`src/rtl/serial_borrow_lookahead_subtractor.sv`:
```
// Multi-cycle subtractor: a - b - bin computed CHUNK bits per clock, with
// the chunk borrow carried in a register between cycles.

module serial_borrow_lookahead_cell (
  input  logic ai,
  input  logic bi,
  input  logic brw_in,
  output logic d,
  output logic brw_out
);
  logic g, p;
  assign g       = ~ai & bi;
  assign p       = ~(ai ^ bi);
  assign brw_out = g | (p & brw_in);
  assign d       = ai ^ bi ^ brw_in;
endmodule

module serial_borrow_lookahead_subtractor #(
  parameter int WIDTH = 32,
  parameter int CHUNK = 8
) (
  input  logic             clk,
  input  logic             rst_n,
  input  logic             start,
  input  logic [WIDTH-1:0] a,
  input  logic [WIDTH-1:0] b,
  input  logic             bin,
  output logic             busy,
  output logic             done,
  output logic [WIDTH-1:0] diff,
  output logic             bout,
  output logic             overflow
);
  localparam int N  = WIDTH / CHUNK;
  localparam int KW = (N > 1) ? $clog2(N) : 1;

  typedef enum logic [1:0] {IDLE, RUN, DONE} state_t;

  state_t           state, state_nx;
  logic [WIDTH-1:0] a_q, b_q, res, res_nx;
  logic             brw;
  logic [KW-1:0]    k;
  logic [CHUNK-1:0] ca, cb, cd;
  logic [CHUNK:0]   bc;
  int               base;
  logic             last, accept;

  assign base   = int'(k) * CHUNK;
  assign ca     = a_q[base +: CHUNK];
  assign cb     = b_q[base +: CHUNK];
  assign last   = (base == WIDTH - CHUNK);
  // start is only honoured outside RUN, so DONE can chain straight into the next op
  assign accept = start && (state != RUN);
  assign busy   = (state == RUN);
  assign done   = (state == DONE);
  assign bc[0]  = brw;

  for (genvar i = 0; i < CHUNK; i++) begin : g_cell
    serial_borrow_lookahead_cell u_cell (
      .ai     (ca[i]),
      .bi     (cb[i]),
      .brw_in (bc[i]),
      .d      (cd[i]),
      .brw_out(bc[i+1])
    );
  end

  always_comb begin
    res_nx = res;
    res_nx[base +: CHUNK] = cd;
  end

  always_comb begin
    state_nx = state;
    case (state)
      IDLE:    if (start) state_nx = RUN;
      RUN:     if (last)  state_nx = DONE;
      DONE:    state_nx = start ? RUN : IDLE;
      default: state_nx = IDLE;
    endcase
  end

  always_ff @(posedge clk or negedge rst_n) begin
    if (!rst_n) state <= IDLE;
    else        state <= state_nx;
  end

  always_ff @(posedge clk or negedge rst_n) begin
    if (!rst_n) begin
      a_q      <= '0;
      b_q      <= '0;
      brw      <= 1'b0;
      k        <= '0;
      res      <= '0;
      diff     <= '0;
      bout     <= 1'b0;
      overflow <= 1'b0;
    end else if (accept) begin
      a_q <= a;
      b_q <= b;
      brw <= bin;
      k   <= '0;
      res <= '0;
    end else if (state == RUN) begin
      res <= res_nx;
      brw <= bc[CHUNK];
      k   <= k + 1'b1;
      // outputs only ever see the fully assembled result
      if (last) begin
        diff     <= res_nx;
        bout     <= bc[CHUNK];
        overflow <= (a_q[WIDTH-1] != b_q[WIDTH-1]) && (res_nx[WIDTH-1] != a_q[WIDTH-1]);
      end
    end
  end
endmodule

```
`config.mk`:
```
export PLATFORM = sky130hd
export DESIGN_NAME = serial_borrow_lookahead_subtractor
export DESIGN_NICKNAME = d
export VERILOG_FILES = /design/src/rtl/serial_borrow_lookahead_subtractor.sv
export SDC_FILE = /design/constraint.sdc
export NUM_CORES = 1
export LEC_CHECK = 0
export CORE_ASPECT_RATIO = 1.25
export CORE_MARGIN = 2
export CORE_UTILIZATION = 55
export DETAILED_ROUTE_END_ITERATION = 10
export PLACE_DENSITY = 0.9
export SLEW_MARGIN = 40
export SYNTH_ARGS = -nofsm -noshare
export SYNTH_HDL_FRONTEND = slang
export SYNTH_SLANG_ARGS = --single-unit
```
`constraint.sdc`:
```
create_clock -name clk -period 12 [get_ports clk]
set_clock_uncertainty 0.2 [all_clocks]
set_input_delay 2.4 -clock clk [delete_from_list [all_inputs] [get_ports clk]]
set_output_delay 2.4 -clock clk [all_outputs]
set_load 0.05 [all_outputs]
```
==> flow_metrics.tcl <==
set metrics [dict create \
    period_share_pct 45.54 \
    antenna_cells 0 \
    vias 4268 \
    drt_iter0_drc 361 \
    cp_common_cell "fa_1" \
    finalSetupViolCount 0 \
    cts_inserted_buffers 17 \
    rsz0062_at_grt "false" \
    grt_use_total_pct 25.92 \
    grtUsageMet3_pct 6.275 \
    synth.top_cells.by_count "135 x dfrtp_1, 57 x mux2_2, 37 x nand2_1" \
    grt_max_degree 87 \
    cap_violations 0 \
    port_buffers 103 \
    crit_required_ps 12150 \
    path_cells "mux4_2 -> inv_1 -> fa_1 -> inv_1 -> fa_1 -> fa_1 -> fa_1 -> fa_1 -> fa_1 -> fa_1 -> inv_1 -> fa_1 -> clkinv_1 -> a2111oi_0 -> nand3b_1" \
    slowest_stage "dfrtp_1" \
    dieWidth_microns 99.34 \
    synthToLayoutAreaGrowth_pct 26.85 \
    fp-row-count 43 \
    status "finished clean" \
    fin_setup_tns_ps 0 \
    drc 0 \
    grt.busiest_layer "met2" \
    cts_resized 0 \
    synth_fa_ha_area_share_pct 3.765 \
    async_flop_share_pct 100.0 \
    fmax_ghz 0.1830 \
    grt_first_pass_wirelength_microns 23760 \
    r2r_slack_ps 6530 \
    htree_levels 4 \
    slew-limit-headroom_pct 44.18 \
    detail-route-antenna-nets 0 \
    synth_edf_count 0 \
    fp.dieH_microns 123.2 \
    avgSynthCellArea_sq_um 13.10 \
    cts.path.max_buffers 2 \
    reg2reg_from "k[0]" \
    hpwl_microns 9538 \
    synth_top_family_by_area "multiplexers" \
    r2r_end "overflow" \
    die_area_sq_um 12240 \
    final-hold-violation-count 0 \
    max_stage_delay_ps 740 \
    use_met1_pct 31.33 \
    multi_input_area_sq_um 2599 \
    yosys-top-cells-area "dfrtp_1 54%, mux2_2 10%, mux4_2 5.8%" \
    min_from "diff[13]" \
    yosysSeqAreaShare_pct 54.06 \
    synth_mux_area_share_pct 19.10 \
    syn-num-nets 559 \
    synth_top_area_share_pct 54.06 \
    cts-root-buf "clkbuf_16" \
    ys_warn_count 0 \
    cts.sinks 135 \
    synth-xor-area-share_pct 0 \
    min_period_ps 5465 \
    cts_setup_buffers 0 \
    synth_compound_area_share_pct 10.15 \
    syn_area_sq_um 6248 \
    grt_use_met2_pct 42.44 \
    grt_pass1_vias 4577 \
    fillerInstances 684 \
    hold_depth 2 \
    drt_pass1_iterations 5 \
    worstMarginPinSlew_ps 837.3 \
    synth.distinct_cells 40 \
    yosys_register_bits 135 \
    critPathCaptureType "flop" \
    syn_inst 477 \
    drv_slew 0 \
    core_area_sq_um 11080 \
    synthSimpleGateAreaFrac_pct 8.330 \
    worstPathMaxFanout 10 \
    overflow 0 \
    drive_gt1_share_pct 20.86 \
    seqCellArea_sq_um 3378 \
    initial_utilization_pct 56.38 \
    min_to "diff[13]" \
    path_buf_inv 4 \
    min_path_type "reg2reg" \
    criticalPathCategory "reg2reg" \
    cp_top_family "adder cells" \
    reg2reg_depth 15 \
    cp-start-kind "flop" \
    cts_hold_buf 0 \
    tritoncts "yes" \
    path_clk_slew_ps 60 \
    nets 649 \
    routedWlPerCell_microns 21.00 \
    ys.flop_type "dfrtp_1" \
    wirelength_microns 15020 \
    viasPerCell 5.969 \
    antenna_found_initial 0 \
    crit_arrival_ps 5610 \
    gp_congestion 0.8156 \
    yosysTopAreaCell "dfrtp_1" \
    synth_most_common_cell "dfrtp_1" \
    io_pins 104 \
    clock_latency_ps 420 \
    crit_start "k[0]" \
]
-- routing by layer --
layer / routed length (microns) / vias up / part of all wire [%]
met3: 881 / 51 / 5.9
met1: 5836 / 2156 / 39
met4: 704 / 0 / 4.7
met5: 0 / - / 0
li1: - / 1864 / -
met2: 7593 / 197 / 51
-- layout make-up --
cell class	instances	share of cell area, %
flip-flops and latches	135	42.62
multi-input cells	289	32.79
repair buffers	107	13.43
clock buffers	17	5.367
clock inverters	15	2.857
well taps	135	2.131
inverters	17	0.8051
-- worst max path at each step --
stage	depth (start not counted)	to	slack, ps
floorplan	16	overflow	7170
global placement	15	overflow	6850
detailed placement	15	overflow	6570
CTS	15	overflow	6470
global route	15	overflow	6250
finish	15	overflow	6530
-- state kept, by name (all words and copies together), names as in the netlist --
signal,flops
b_q,32
diff,32
a_q,32
overflow,1
k,2
bout,1
brw,1
res,32
state,2
-- cell families (layout without fill, tap and decap cells) --
kind of cell | count (synthesis) | count (layout)
adders and majority gates | 14 | 14
DFF | 135 | 135
buffers and inverters | 53 | 156
AOI/OAI and AO/OA | 101 | 101
muxes | 87 | 87
and+or+nand+nor | 87 | 87
-- tightest hold or removal path, delay by kind of cell (launching register included) --
| family | cells | cell delay (ps) |
|---|---|---|
| AOI/OAI and AO/OA | 1 | 60 |
| and+or+nand+nor | 1 | 40 |
| DFF | 1 | 340 |
-- through the flow --
stage          instances  utilization [%]  hold WS [ps]  setup WS [ps]  instance area [sq um]
2_1_floorplan        477                -         258.2           7171                   6248
3_3_place_gp         683            65.44         268.2           6846                   7253
3_5_place_dp         683            65.53         269.8           6572                   7263
4_1_cts              715            71.42         282.9           6468                   7915
5_1_grt              715            71.52         302.9           6248                   7926
6_report             715            71.52         277.7           6535                   7926
-- cells in the final DEF, fill, tap and decap left out, types with 2 or more instances in the layout --
master             n
dfrtp_1          135
clkdlybuf4s50_1  102
mux2_2            57
nand2_1           37
o21ai_0           34
a21oi_1           32
a22o_1            31
nor2b_1           24
clkbuf_16         17
mux4_2            16
inv_1             15
and2b_1           10
mux2_1             8
fa_1               8
ha_1               6
bufinv_16          5
clkinv_4           4
buf_4              4
mux2i_4            3
clkinvlp_4         3
nand2b_1           2
nor4bb_1           2
nand3b_1           2
mux2i_1            2
clkinv_2           2
Power is left out: the tool's default activity adds up to more than one toggle a clock period on the data nets, which glitch-free logic cannot reach.
